--- config.mk ---
export PLATFORM = sky130hd
export DESIGN_NAME = display_scan_controller
export DESIGN_NICKNAME = d
export VERILOG_FILES = /design/src/rtl/disp_pkg.sv /design/src/rtl/seven_segment.sv /design/src/rtl/display_scan_controller.sv
export SDC_FILE = /design/constraint.sdc
export NUM_CORES = 1
export LEC_CHECK = 0
export CAP_MARGIN = 25
export CORE_AREA = 2 2 88 90
export CTS_BUF_LIST = sky130_fd_sc_hd__clkbuf_4 sky130_fd_sc_hd__clkbuf_8
export CTS_CLUSTER_SIZE = 40
export DETAILED_ROUTE_END_ITERATION = 8
export DIE_AREA = 0 0 90 92
export DONT_BUFFER_PORTS = 1
export HOLD_SLACK_MARGIN = 0.12
export REMOVE_ABC_BUFFERS = 1
export SLEW_MARGIN = 10
export SYNTH_ARGS = -nofsm -noshare
export SYNTH_HDL_FRONTEND = slang
export SYNTH_HIERARCHICAL = 1
export SYNTH_SLANG_ARGS = --single-unit
--- constraint.sdc ---
create_clock -name clk -period 3.9 [get_ports clk]
set_input_delay 1.17 -clock clk [delete_from_list [all_inputs] [get_ports clk]]
set_output_delay 1.17 -clock clk [all_outputs]
set_load 0.05 [all_outputs]
--- src/rtl/disp_pkg.sv ---
// rtl/disp_pkg.sv - shared types and constants for the display scan controller
//
// Purpose: scan state encoding, blank segment pattern and largest legal BCD
// digit, shared by the scan controller and its testbench.
// Ports: none (package).

package disp_pkg;

  typedef enum logic [0:0] {
    SCAN  = 1'b0,
    BLANK = 1'b1
  } disp_state_e;

  localparam logic [6:0] SEG_BLANK = 7'b0000000;
  localparam logic [3:0] BCD_MAX   = 4'd9;

endpackage

--- src/rtl/seven_segment.sv ---
// rtl/seven_segment.sv - BCD/hex to seven-segment decoder, active-high
//
// Purpose: combinational nibble decoder, segment order {a,b,c,d,e,f,g}
// with segment a in bit 6.
// Ports:
//   i_bcd  in  4  nibble to decode
//   o_seg  out 7  segment pattern, active-high

module seven_segment (
  input  logic [3:0] i_bcd,
  output logic [6:0] o_seg
);

  always_comb begin
    case (i_bcd)
      4'h0:    o_seg = 7'b1111110;
      4'h1:    o_seg = 7'b0110000;
      4'h2:    o_seg = 7'b1101101;
      4'h3:    o_seg = 7'b1111001;
      4'h4:    o_seg = 7'b0110011;
      4'h5:    o_seg = 7'b1011011;
      4'h6:    o_seg = 7'b1011111;
      4'h7:    o_seg = 7'b1110000;
      4'h8:    o_seg = 7'b1111111;
      4'h9:    o_seg = 7'b1111011;
      4'hA:    o_seg = 7'b1110111;
      4'hB:    o_seg = 7'b0011111;
      4'hC:    o_seg = 7'b1001110;
      4'hD:    o_seg = 7'b0111101;
      4'hE:    o_seg = 7'b1001111;
      default: o_seg = 7'b1000111;
    endcase
  end

endmodule

--- src/rtl/display_scan_controller.sv ---
// rtl/display_scan_controller.sv - multiplexed seven-segment scan for the RTC display
//
// Purpose: snapshots the packed BCD time once per frame and scans the digits
// with a dwell window (anode on) followed by an all-off blanking window.
// Optional feature macro: DISP_BLINK_EN (per-digit blinking).
// Ports:
//   clk          in  1             system clock
//   rst          in  1             synchronous, active-high reset
//   digits_bcd   in  4*NUM_DIGITS  packed BCD, digit 0 in [3:0]
//   blink_mask   in  NUM_DIGITS    per-digit blink request (DISP_BLINK_EN only)
//   an           out NUM_DIGITS    one-hot digit enable, active-high
//   seg          out 7             segment pattern, active-high
//   frame_start  out 1             pulse in the first cycle of digit 0

module display_scan_controller
  import disp_pkg::*;
#(
  parameter int NUM_DIGITS   = 6,
  parameter int DWELL_CYCLES = 50000,
  parameter int BLANK_CYCLES = 500,
  parameter int LZB          = 1,
  parameter int BLINK_FRAMES = 32
) (
  input  logic                    clk,
  input  logic                    rst,
  input  logic [4*NUM_DIGITS-1:0] digits_bcd,
  input  logic [NUM_DIGITS-1:0]   blink_mask,
  output logic [NUM_DIGITS-1:0]   an,
  output logic [6:0]              seg,
  output logic                    frame_start
);

  localparam int CNT_MAX = (DWELL_CYCLES > BLANK_CYCLES) ? DWELL_CYCLES : BLANK_CYCLES;
  localparam int CW      = (CNT_MAX > 1) ? $clog2(CNT_MAX) : 1;
  localparam int IW      = $clog2(NUM_DIGITS);

  localparam logic [CW-1:0]         DWELL_LAST = CW'(DWELL_CYCLES - 1);
  localparam logic [CW-1:0]         BLANK_LAST = CW'(BLANK_CYCLES - 1);
  localparam logic [IW-1:0]         IDX_LAST   = IW'(NUM_DIGITS - 1);
  localparam logic [NUM_DIGITS-1:0] AN_ONE     = NUM_DIGITS'(1);

  disp_state_e             r_state;
  disp_state_e             w_state_n;
  logic [CW-1:0]           r_cnt;
  logic [IW-1:0]           r_idx;
  logic [IW-1:0]           w_idx_n;
  logic [4*NUM_DIGITS-1:0] r_snap;
  logic [NUM_DIGITS-1:0]   r_an;
  logic [6:0]              r_seg;
  logic                    r_frame_start;
  logic                    w_scan_done;
  logic                    w_blank_done;
  logic                    w_wrap;
  logic [3:0]              w_nibble;
  logic [6:0]              w_dec;
  logic [6:0]              w_seg_n;
  logic                    w_blink_off;

  // Outputs are registered from next-state values, so every decision below
  // is made on the digit that will be shown after this edge.
  always_comb begin
    w_scan_done  = (r_state == SCAN)  && (r_cnt == DWELL_LAST);
    w_blank_done = (r_state == BLANK) && (r_cnt == BLANK_LAST);
    w_wrap       = w_blank_done && (r_idx == IDX_LAST);
    w_idx_n      = r_idx;
    if (w_blank_done) begin
      w_idx_n = w_wrap ? '0 : r_idx + IW'(1);
    end
    w_state_n = r_state;
    if (w_scan_done) begin
      w_state_n = BLANK;
    end else if (w_blank_done) begin
      w_state_n = SCAN;
    end
    // On wrap the snapshot is loaded on this same edge, so digit 0 of the
    // new frame has to be decoded straight from the input word.
    w_nibble = w_wrap ? digits_bcd[3:0] : r_snap[{w_idx_n, 2'b00} +: 4];
  end

  seven_segment u_dec (
    .i_bcd (w_nibble),
    .o_seg (w_dec)
  );

  always_comb begin
    w_seg_n = w_dec;
    if (w_nibble > BCD_MAX) begin
      w_seg_n = SEG_BLANK;
    end
    if ((LZB != 0) && (w_idx_n == IDX_LAST) && (w_nibble == 4'd0)) begin
      w_seg_n = SEG_BLANK;
    end
    if (w_blink_off || (w_state_n != SCAN)) begin
      w_seg_n = SEG_BLANK;
    end
  end

`ifdef DISP_BLINK_EN
  localparam int                FW       = $clog2(BLINK_FRAMES + 1);
  localparam logic [FW-1:0]     FCNT_TOP = FW'(BLINK_FRAMES);

  logic [NUM_DIGITS-1:0] r_mask;
  logic                  r_phase;
  logic                  w_phase_n;
  logic [FW-1:0]         r_fcnt;

  // r_fcnt holds how many frames have started in the current phase; the
  // phase flips as the frame after the BLINK_FRAMES-th one begins.
  always_comb begin
    w_phase_n = r_phase;
    if (w_wrap && (r_fcnt == FCNT_TOP)) begin
      w_phase_n = ~r_phase;
    end
    w_blink_off = (w_wrap ? w_phase_n : r_phase) &&
                  (w_wrap ? blink_mask[0] : r_mask[w_idx_n]);
  end

  always_ff @(posedge clk) begin
    if (rst) begin
      r_mask  <= '0;
      r_phase <= 1'b0;
      r_fcnt  <= '0;
    end else if (w_wrap) begin
      r_mask  <= blink_mask;
      r_phase <= w_phase_n;
      r_fcnt  <= (r_fcnt == FCNT_TOP) ? FW'(1) : r_fcnt + FW'(1);
    end
  end
`else
  localparam int UNUSED_BLINK_FRAMES = BLINK_FRAMES;
  logic w_unused_blink;
  assign w_unused_blink = ^blink_mask;
  assign w_blink_off    = 1'b0;
`endif

  always_ff @(posedge clk) begin
    if (rst) begin
      r_state       <= BLANK;
      r_cnt         <= '0;
      r_idx         <= IDX_LAST;
      r_snap        <= '0;
      r_an          <= '0;
      r_seg         <= SEG_BLANK;
      r_frame_start <= 1'b0;
    end else begin
      r_state       <= w_state_n;
      r_cnt         <= (w_scan_done || w_blank_done) ? '0 : r_cnt + CW'(1);
      r_idx         <= w_idx_n;
      if (w_wrap) begin
        r_snap <= digits_bcd;
      end
      r_an          <= (w_state_n == SCAN) ? (AN_ONE << w_idx_n) : '0;
      r_seg         <= w_seg_n;
      r_frame_start <= w_wrap;
    end
  end

  assign an          = r_an;
  assign seg         = r_seg;
  assign frame_start = r_frame_start;

endmodule

* Word level (Yosys, flattened, before mapping)
Memories as Yosys holds them, arrays and structs flattened. A register that Yosys moved wholly into a read port is not among the register bits. Cells that the tools add are included.
Word-level totals: ROM bits 112, memories kept 1, bits in registers 51, output and inout port bits 14, input port bits 32, word-level logic and storage cells 31
Cells by class: equality and inequality tests 4, bitwise operators 1, $lt $le $gt $ge 1, shifts and indexed selects 2, add/subtract/negate cells 2, reduce and logical (&&, ||, !) cells 9, multiplexer cells 5
Memory list:
- (name not given) | depth 16, width 7, read ports 1, clocked after Yosys merged registers in 1, wr ports 0, line seven_segment.sv:15 | case (i_bcd)
Operator list (number):
- indexed part select 24 x 6 -> 4 bit | 1
- adder 16 x 1 -> 16 bit, second input constant | 1
- equality test 16 bit, second input constant | 1
- equality test 16 x 9 -> 1 bit, second input constant | 1
- equality test 3 bit, second input constant | 2
- two-way mux 3 bit | 2
- left shift 1 x 3 -> 6 bit, first input constant | 1
- > comparator 4 bit, second input constant | 1
- logical AND 1 bit | 4
- zero test 4 bit | 1
- two-way mux 4 bit | 1
- OR reduction 2 bit | 2
- OR reduction 4 bit | 1
- adder 3 x 1 -> 3 bit, second input constant | 1
- two-way mux 1 bit | 2
- logical OR 1 bit | 1
- inverter 1 bit | 1

* Logic depth before layout (Yosys ltp)
Gate-level depths: netlist of the first run.
depth in word-level cells 10, mapped depth 15, gate-level depth less buffers 15

* By module
Netlist of the first run, hierarchy kept.
By module, submodules not included:
- display_scan_controller | cells an instance 296, times used 1, area an instance 2580.0 sq um, sequential area each 1161.1 sq um
- seven_segment | cells an instance 33, times used 1, area an instance 289.0 sq um, sequential area each 0.0 sq um

* Worst setup path before layout of the first run
OpenSTA, ideal clock, no wires.
path kind reg-to-reg, start point register r_cnt[0], end point register r_seg[3], in the netlist seg[3], slack 0.773 ns, buffers on the path 1, clock period less this slack 3.127 ns, setup time 0.132 ns, stages on the path, launching flop included 15, arrival 2.996 ns, path through dfxtp_1 -> ha_1 -> and4bb_1 -> nand4_4 -> mux2i_4 -> buf_8 -> mux2i_1 -> mux2i_1 -> a21oi_1 -> inv_1 -> inv_1 -> ha_1 -> mux4_2 -> nand2_1 -> nor3_2
On the way: cells in the longest elaborated chain, start to end 10
RTL lines:
- start: declaration | line display_scan_controller.sv:44 | logic [CW-1:0] r_cnt;
- start signal: assignment | line display_scan_controller.sv:147 | r_cnt <= (w_scan_done || w_blank_done) ? '0 : r_cnt + CW'(1);
- equality test 16 x 9 -> 1 bit (*) | line display_scan_controller.sv:63 | w_blank_done = (r_state == BLANK) && (r_cnt == BLANK_LAST);
- logical AND 1 bit (*) | line display_scan_controller.sv:63
- logical AND 1 bit | line display_scan_controller.sv:64 | w_wrap = w_blank_done && (r_idx == IDX_LAST);
- two-way mux 3 bit | line display_scan_controller.sv:67 | w_idx_n = w_wrap ? '0 : r_idx + IW'(1);
- two-way mux 3 bit | line display_scan_controller.sv:66 | if (w_blank_done) begin
- indexed part select 24 x 6 -> 4 bit | line display_scan_controller.sv:77 | w_nibble = w_wrap ? digits_bcd[3:0] : r_snap[{w_idx_n, 2'b00} +: 4];
- two-way mux 4 bit (*) | line display_scan_controller.sv:77
- net w_nibble[1] | line display_scan_controller.sv:54 | logic [3:0] w_nibble;
- parallel branches: the longest is 3 deep, another holds > comparator 4 bit
- end: declaration | line display_scan_controller.sv:49 | logic [6:0] r_seg;
Mark *: on every way through the listed nets, which the timed path passes. A chain may end at the register's enable or synchronous reset.

* Worst setup path after layout of the first run
Same ends and word-level chain as after synthesis.

==> impl_results.md, run 1 <==
- Outcome: complete, no violations
- Register bit total from synthesis: 58
- Hold endpoint: r_snap[22]
- Hold Crit Start: r_snap[22]
- Final period util: 90.5%
- Data arrival, critical path: 3.74 ns
- GRT Total Usage: 14.4%
- Post-DP HPWL: 3860 µm
- Reg2reg end: seg[3]
- Total CTS buffers: 9
- Post-synth EDFFs: 0
- PortBufs: 0
- CTS sink cnt: 58
- Share of cells above drive strength 1: 13.7%
- Diode count: 0
- GP Congestion: 0.782
- CP Launch Type: flip-flop
- RSZ-0062 raised after global routing: false
- Post-route cell area: 3120 µm²
- DR DRC count: 0
- NumNets Final: 374
- Worst-margin pin slew: 0.793 ns
- Vias per Instance: 4.95
- Slew HR: 47.1%
- CTS H-tree lvls: 3
- Clock root buffer: clkbuf_8
- CTS tree: built
- Commonest cells after routing, fill and taps aside: 65 x nand2_1, 58 x dfxtp_1, 33 x a21oi_1, 29 x nor2_1, 17 x mux2i_1
- Setup TNS: 0 ns
- RR Startpoint: r_cnt[0]
- GRT overflow: 0
- Dominant synthesized flop cell: dfxtp_1
- Post-synthesis area per instance: 8.72 µm²
- Core ar.: 7450 µm²
- CTS max path bufs: 2
- Post-detailed-route count of antenna-violating nets: 0
- Pleak: 1.13 nW
- Sw Pwr: 0.230 mW
- Crit path time final: 3.53 ns
- Power Total: 1.08 mW
- Max cap viols: 0
- R2R cell count: 13
- Filler cells: 778
- Fmax: 283 MHz
- Initial DRC count: 94
- DIE HEIGHT: 92 µm
- First-pass GRT wire length: 9520 µm
- Logic pwr share: 1.0%
- Pint: 0.845 mW
- Vias in the first global route: 1968
- Hold Fails Final Rpt: 0
- Clock share of power: 43.3%
- # IOs: 46
- Total die area: 8280 µm²
- Wire per inst: 12.8 µm
- Switching Fraction: 21.4%
- Top cell type's share of synthesized area: 40.5%
- DIE WIDTH: 90 µm
- Gate Count Post-Synth: 329
- First-pass DRT Iterations: 4
- Post-synth ARST share: 0%
- Worst Path Required: 4.11 ns
- DRT Wirelength: 5590 µm
- Seq pwr share: 55.7%
- Most common cell after layout, fill and taps aside: nand2_1
- Final Max Tran Viols: 0
- Pwr dens: 345 nW/µm²
- Top post-synthesis cells by area: dfxtp_1 40%, nand2_1 8.5%, mux2i_1 5.9%, a21oi_1 5.8%, ha_1 4.4%
- Synthesis-to-finish area growth: 8.77%
- Row cnt: 32
- Largest net degree at the start of global routing: 30
- Antenna violations before repair: 0
- Min Hold Slack: 0.444 ns
- Reg clk slew, reported paths: 0.06 ns
- Vias: 2165
- Hold Crit Depth: 2
- Max IR drop VDD: 0.000190 V
- Min-delay worst type: flip-flop to flip-flop
- Post-CTS Hold Buffers: 0
- Area of placed instances: 2930 µm²
- Mapped Area: 2870 µm²
- Flop2flop setup slack: 0.37 ns
- Max FO, Critical Path: 12
- Initial Util: 38.5%
- Post-synth cell types: 48
- Setup violations, final: 0
- Seq/Total Area, Yosys: 40.5%
- Worst-Skew Late Latency: 0.34 ns
- Cell taking the most area after synthesis: dfxtp_1
- Worst Skew: 0.00790 ns
- Crit path capture type: flip-flop
- Synth Warn #: 6
- WS Path Type: flip-flop to flip-flop
==> power by group through the flow <==
stage	logic [mW]	registers [mW]	clock network (mW)
after floorplan	0.00928	0.611	0
after global placement	0.0109	0.611	0
after detailed placement	0.0109	0.611	0
after CTS	0.0112	0.598	0.486
after global routing	0.0124	0.598	0.513
final	0.0109	0.598	0.466
==> logic make-up (layout without fill, tap and decap cells) <==
| family | count (synthesis) | after routing | share of synthesized area [%] |
|---|---|---|---|
| fa+ha+maj | 10 | 10 | 4.36 |
| simple gates | 141 | 141 | 25.6 |
| buf+inv | 32 | 38 | 5.76 |
| mux | 24 | 24 | 9.86 |
| flops | 58 | 58 | 40.5 |
| xor+xnor | 13 | 13 | 3.97 |
| compound gates | 51 | 51 | 9.94 |
==> worst max-delay path, stage by stage, from the launching register on <==
cell,delay (ns)
dfxtp_1,0.38
ha_1,0.21
and4bb_1,0.30
and4_1,0.27
and4_1,0.52
nor2_2,0.13
a21oi_1,0.35
inv_1,0.16
inv_1,0.18
ha_1,0.27
inv_1,0.06
mux4_2,0.44
nand2_1,0.08
nor3_2,0.04
==> state kept, by name (all words and copies together), names as in the netlist <==
name,flops
seg,7
an,6
r_snap,24
r_state,1
frame_start,1
r_cnt,16
r_idx,3
==> metal layers <==
metal / GRT usage, % / vias to the layer above / part of all wire, %
li1: - / 1119 / -
met1: 18.9 / 993 / 50
met2: 21.7 / 42 / 44
met3: 4.85 / 11 / 4.2
met4: 5.90 / 0 / 1.9
met5: 0 / - / 0
==> through the flow <==
| stage | setup slack [ns] | utilization, % | instances |
|---|---|---|---|
| 6_report | 0.369 | 41.9 | 437 |
| 5_1_grt | 0.0161 | 41.9 | 437 |
| 4_1_cts | 0.291 | 41.5 | 433 |
| 3_5_place_dp | 0.301 | 39.3 | 419 |
| 3_3_place_gp | 0.394 | 39.3 | 419 |
| 2_1_floorplan | 0.728 | - | 312 |
==> final cells by class <==
type	count	area (µm²)	area share [%]
Sequential cell	58	1160	37.2
Clock inverter	3	17.5	0.561
Timing Repair Buffer	9	67.6	2.17
Multi-Input combinational cell	239	1540	49.4
Inverter	15	58.8	1.88
Tap cell	102	128	4.09
Clock buffer	11	145	4.65
==> cells in the mapped netlist (2+ instances only) <==
cell type and number:
a21oi_1 33, a31o_2 2, and3_1 3, and4_1 4, buf_6 4, clkbuf_1 11
dfxtp_1 58, ha_1 10, inv_1 13, mux2_1 2, mux2_2 2, mux2i_1 17
mux2i_4 2, nand2_1 65, nand2b_1 5, nand3_1 5, nand4_1 5, nor2_1 29
nor2b_1 2, nor3_1 3, nor3_2 7, nor3b_1 2, o21ai_0 8, or3_1 2
xnor2_1 6, xor2_1 7
==> worst max path at each step <==
stage,slack (ns),startpoint,endpoint
after global routing,0.02,r_cnt[0],seg[3]
final,0.37,r_cnt[0],seg[3]
after detailed placement,0.30,r_cnt[0],seg[3]
after global placement,0.39,r_cnt[0],seg[3]
after CTS,0.29,r_cnt[0],seg[3]
after floorplan,0.73,r_cnt[0],seg[3]
==> timing repair <==
item	CTS	global route
gates resized for setup	0	1
setup endpoints to repair	0	1
buffers inserted	0	4
Note: power is estimated with default switching activity, not from simulation.
==> run 2, diff against run 1 <==
- ABC_AREA: unset -> 0
==> results of run 2 <==
Final layout, timing and power as in run 1 (identical DEF).
==> run 3, diff against run 2 <==
- CTS_CLUSTER_SIZE: 40 -> 14
- clock period: 3.9 -> 4.3 ns (I/O delays scaled with it)
==> impl_results.md, run 3 (synthesis results as in run 1) <==
- Outcome: complete, no violations
- Core ar.: 7450 µm² (unchanged)
- # Post-CTS Setup Buffers: 0 (unchanged)
- RSZ-0062 raised after global routing: false
- Pint: 0.827 mW (-2.2%)
- Largest net degree at the start of global routing: 30 (unchanged)
- Vias per Instance: 4.97 (+0.41%)
- Slack of the critical path: 0.761 ns (+0.392 ns)
- CTS max path bufs: 2 (unchanged)
- GRT overflow: 0 (unchanged)
- Logic pwr share: 0.9% (about the same)
- R2R cell count: 13 (unchanged)
- Final Max Tran Viols: 0 (unchanged)
- Crit path capture type: flip-flop
- Worst-Skew Late Latency: 0.34 ns (about the same)
- CTS resizes: 0 (unchanged)
- CTS sink cnt: 58 (unchanged)
- Worst Skew: 0.00852 ns (+0.000625 ns)
- Hold Fails Final Rpt: 0 (unchanged)
- First-pass GRT wire length: 9360 µm (-1.6%)
- Non-filler cells, final: 434 (-0.69%)
- Max FO, Critical Path: 9 (-3)
- Sw Pwr: 0.234 mW (+1.7%)
- Diode count: 0 (unchanged)
- Slew HR: 45.1% (-2.1 points)
- # IOs: 46 (unchanged)
- Setup violations, final: 0 (unchanged)
- PortBufs: 0 (unchanged)
- Share of cells above drive strength 1: 13.0% (-0.78 points)
- Switching Fraction: 22.1% (+0.66 points)
- Max cap viols: 0 (unchanged)
- Initial DRC count: 91 (-3.2%)
- Filler cells: 793 (+1.9%)
- Antenna violations before repair: 0 (unchanged)
- Post-DP HPWL: 3930 µm (+1.9%)
- Initial Util: 38.5% (unchanged)
- Footprint of the multi-input gates: 1540 µm² (unchanged)
- Commonest cells after routing, fill and taps aside: 65 x nand2_1, 58 x dfxtp_1, 33 x a21oi_1, 29 x nor2_1, 17 x mux2i_1
- Reg2reg end: seg[3]
- Post-detailed-route count of antenna-violating nets: 0 (unchanged)
- Total die area: 8280 µm² (unchanged)
- Wire per inst: 12.7 µm (-0.97%)
- GP Congestion: 0.796 (+1.8%)
- Most common cell after layout, fill and taps aside: nand2_1
- Worst Path Required: 4.52 ns (+0.41 ns)
- Worst-margin pin slew: 0.824 ns (+0.0312 ns)
- Pleak: 1.12 nW (-0.91%)
- Reg clk slew, reported paths: 0.07 ns (about the same)
- DR DRC count: 0 (unchanged)
- RR Startpoint: r_cnt[0]
- GRT Total Usage: 13.9% (-0.47 points)
- Pwr dens: 339 nW/µm² (-1.6%)
- Register area: 1160 µm² (unchanged)
- Placed instance count: 418 (-0.24%)
- Vias in the first global route: 2049 (+4.1%)
- Row cnt: 32 (unchanged)
- Max IR drop VDD: 0.000187 V (-1.4%)
- Seq pwr share: 51.1% (-4.6 points)
- Setup TNS: 0 ns (unchanged)
- Clock share of power: 47.9% (+4.6 points)
- DRT Wirelength: 5500 µm (-1.6%)
- First-pass DRT Iterations: 4 (unchanged)
- Clock root buffer: clkbuf_8
- Total CTS buffers: 9 (unchanged)
- Post-CTS Hold Buffers: 0 (unchanged)
- Max reg flops: 24 (unchanged)
- WS Path Type: flip-flop to flip-flop
- Power Total: 1.06 mW (-1.4%)
- Min Hold Slack: 0.443 ns (-0.00110 ns)
- Synthesis-to-finish area growth: 9.03%
- NumNets Final: 369 (-1.3%)
- CTS H-tree lvls: 3 (unchanged)
- DIE HEIGHT: 92 µm (unchanged)
- Reg with most FFs: r_snap
- Crit path time final: 3.54 ns (+0.00819 ns)
- Worst Setup SP: r_cnt[0]
- Final period util: 82.3% (-8.2 points)
- Fmax: 283 MHz (-0.23%)
- CP Launch Type: flip-flop
- Min-delay worst type: flip-flop to flip-flop
- Place WS: 0.747 ns (+0.446 ns)
- Vias: 2159 (-0.28%)
- DIE WIDTH: 90 µm (unchanged)
- Flop2flop setup slack: 0.76 ns (+0.39 ns)
- Data arrival, critical path: 3.76 ns (+0.02 ns)
- CTS tree: built
- Crit path to: seg[3]
## run 3: worst max-delay path, stage by stage (launching register included)
cell      delay [ns]
dfxtp_1         0.38
ha_1            0.21
and4bb_1        0.30
nand4_4         0.23
o21ai_0         0.59
nor2_2          0.16
a21oi_1         0.33
inv_1           0.17
inv_1           0.17
ha_1            0.25
inv_1           0.06
mux4_2          0.44
nand2_1         0.08
nor3_2          0.04
## run 3: routing by layer
layer | global-route usage [%] | wire length (µm) | up-vias
li1 | - | - | 1107
met1 | 18.3 | 2680 | 1000
met2 | 21.7 | 2560 | 48
met3 | 4.03 | 225 | 4
met4 | 5.38 | 23 | 0
met5 | 0 | 0 | -
## run 3: area by class of cell
type,instances,share of cell area (%)
Tap cell,102,4.08
Sequential cell,58,37.1
Clock buffer,10,4.40
Clock inverter,6,2.12
Timing Repair Buffer,4,1.08
Inverter,15,1.88
Multi-Input combinational cell,239,49.3
## run 3: per-stage QoR
| stage | cell area (µm²) | utilization (%) |
|---|---|---|
| 3_5_place_dp | 2920 | 39.3 |
| 4_1_cts | 3130 | 42.0 |
| 3_3_place_gp | 2910 | 39.1 |
| 6_report | 3130 | 42.0 |
| 2_1_floorplan | 2760 | - |
| 5_1_grt | 3130 | 42.0 |
## run 3: power by group through the flow
stage          clock network, mW  logic (mW)  registers [mW]
3_3_place_gp                   0     0.00979           0.554
6_report                   0.508     0.00986           0.542
3_5_place_dp                   0      0.0100           0.554
2_1_floorplan                  0     0.00842           0.554
4_1_cts                    0.524      0.0100           0.542
5_1_grt                    0.541      0.0110           0.542
## run 3: how the worst min path moves through the flow
stage / from / end / depth (start not counted)
6_report: r_snap[13] / r_snap[13] / 2
5_1_grt: r_snap[22] / r_snap[22] / 2
4_1_cts: r_snap[13] / r_snap[13] / 2
3_5_place_dp: r_snap[13] / r_snap[13] / 2
3_3_place_gp: r_snap[17] / r_snap[17] / 2
2_1_floorplan: r_snap[10] / r_snap[10] / 2
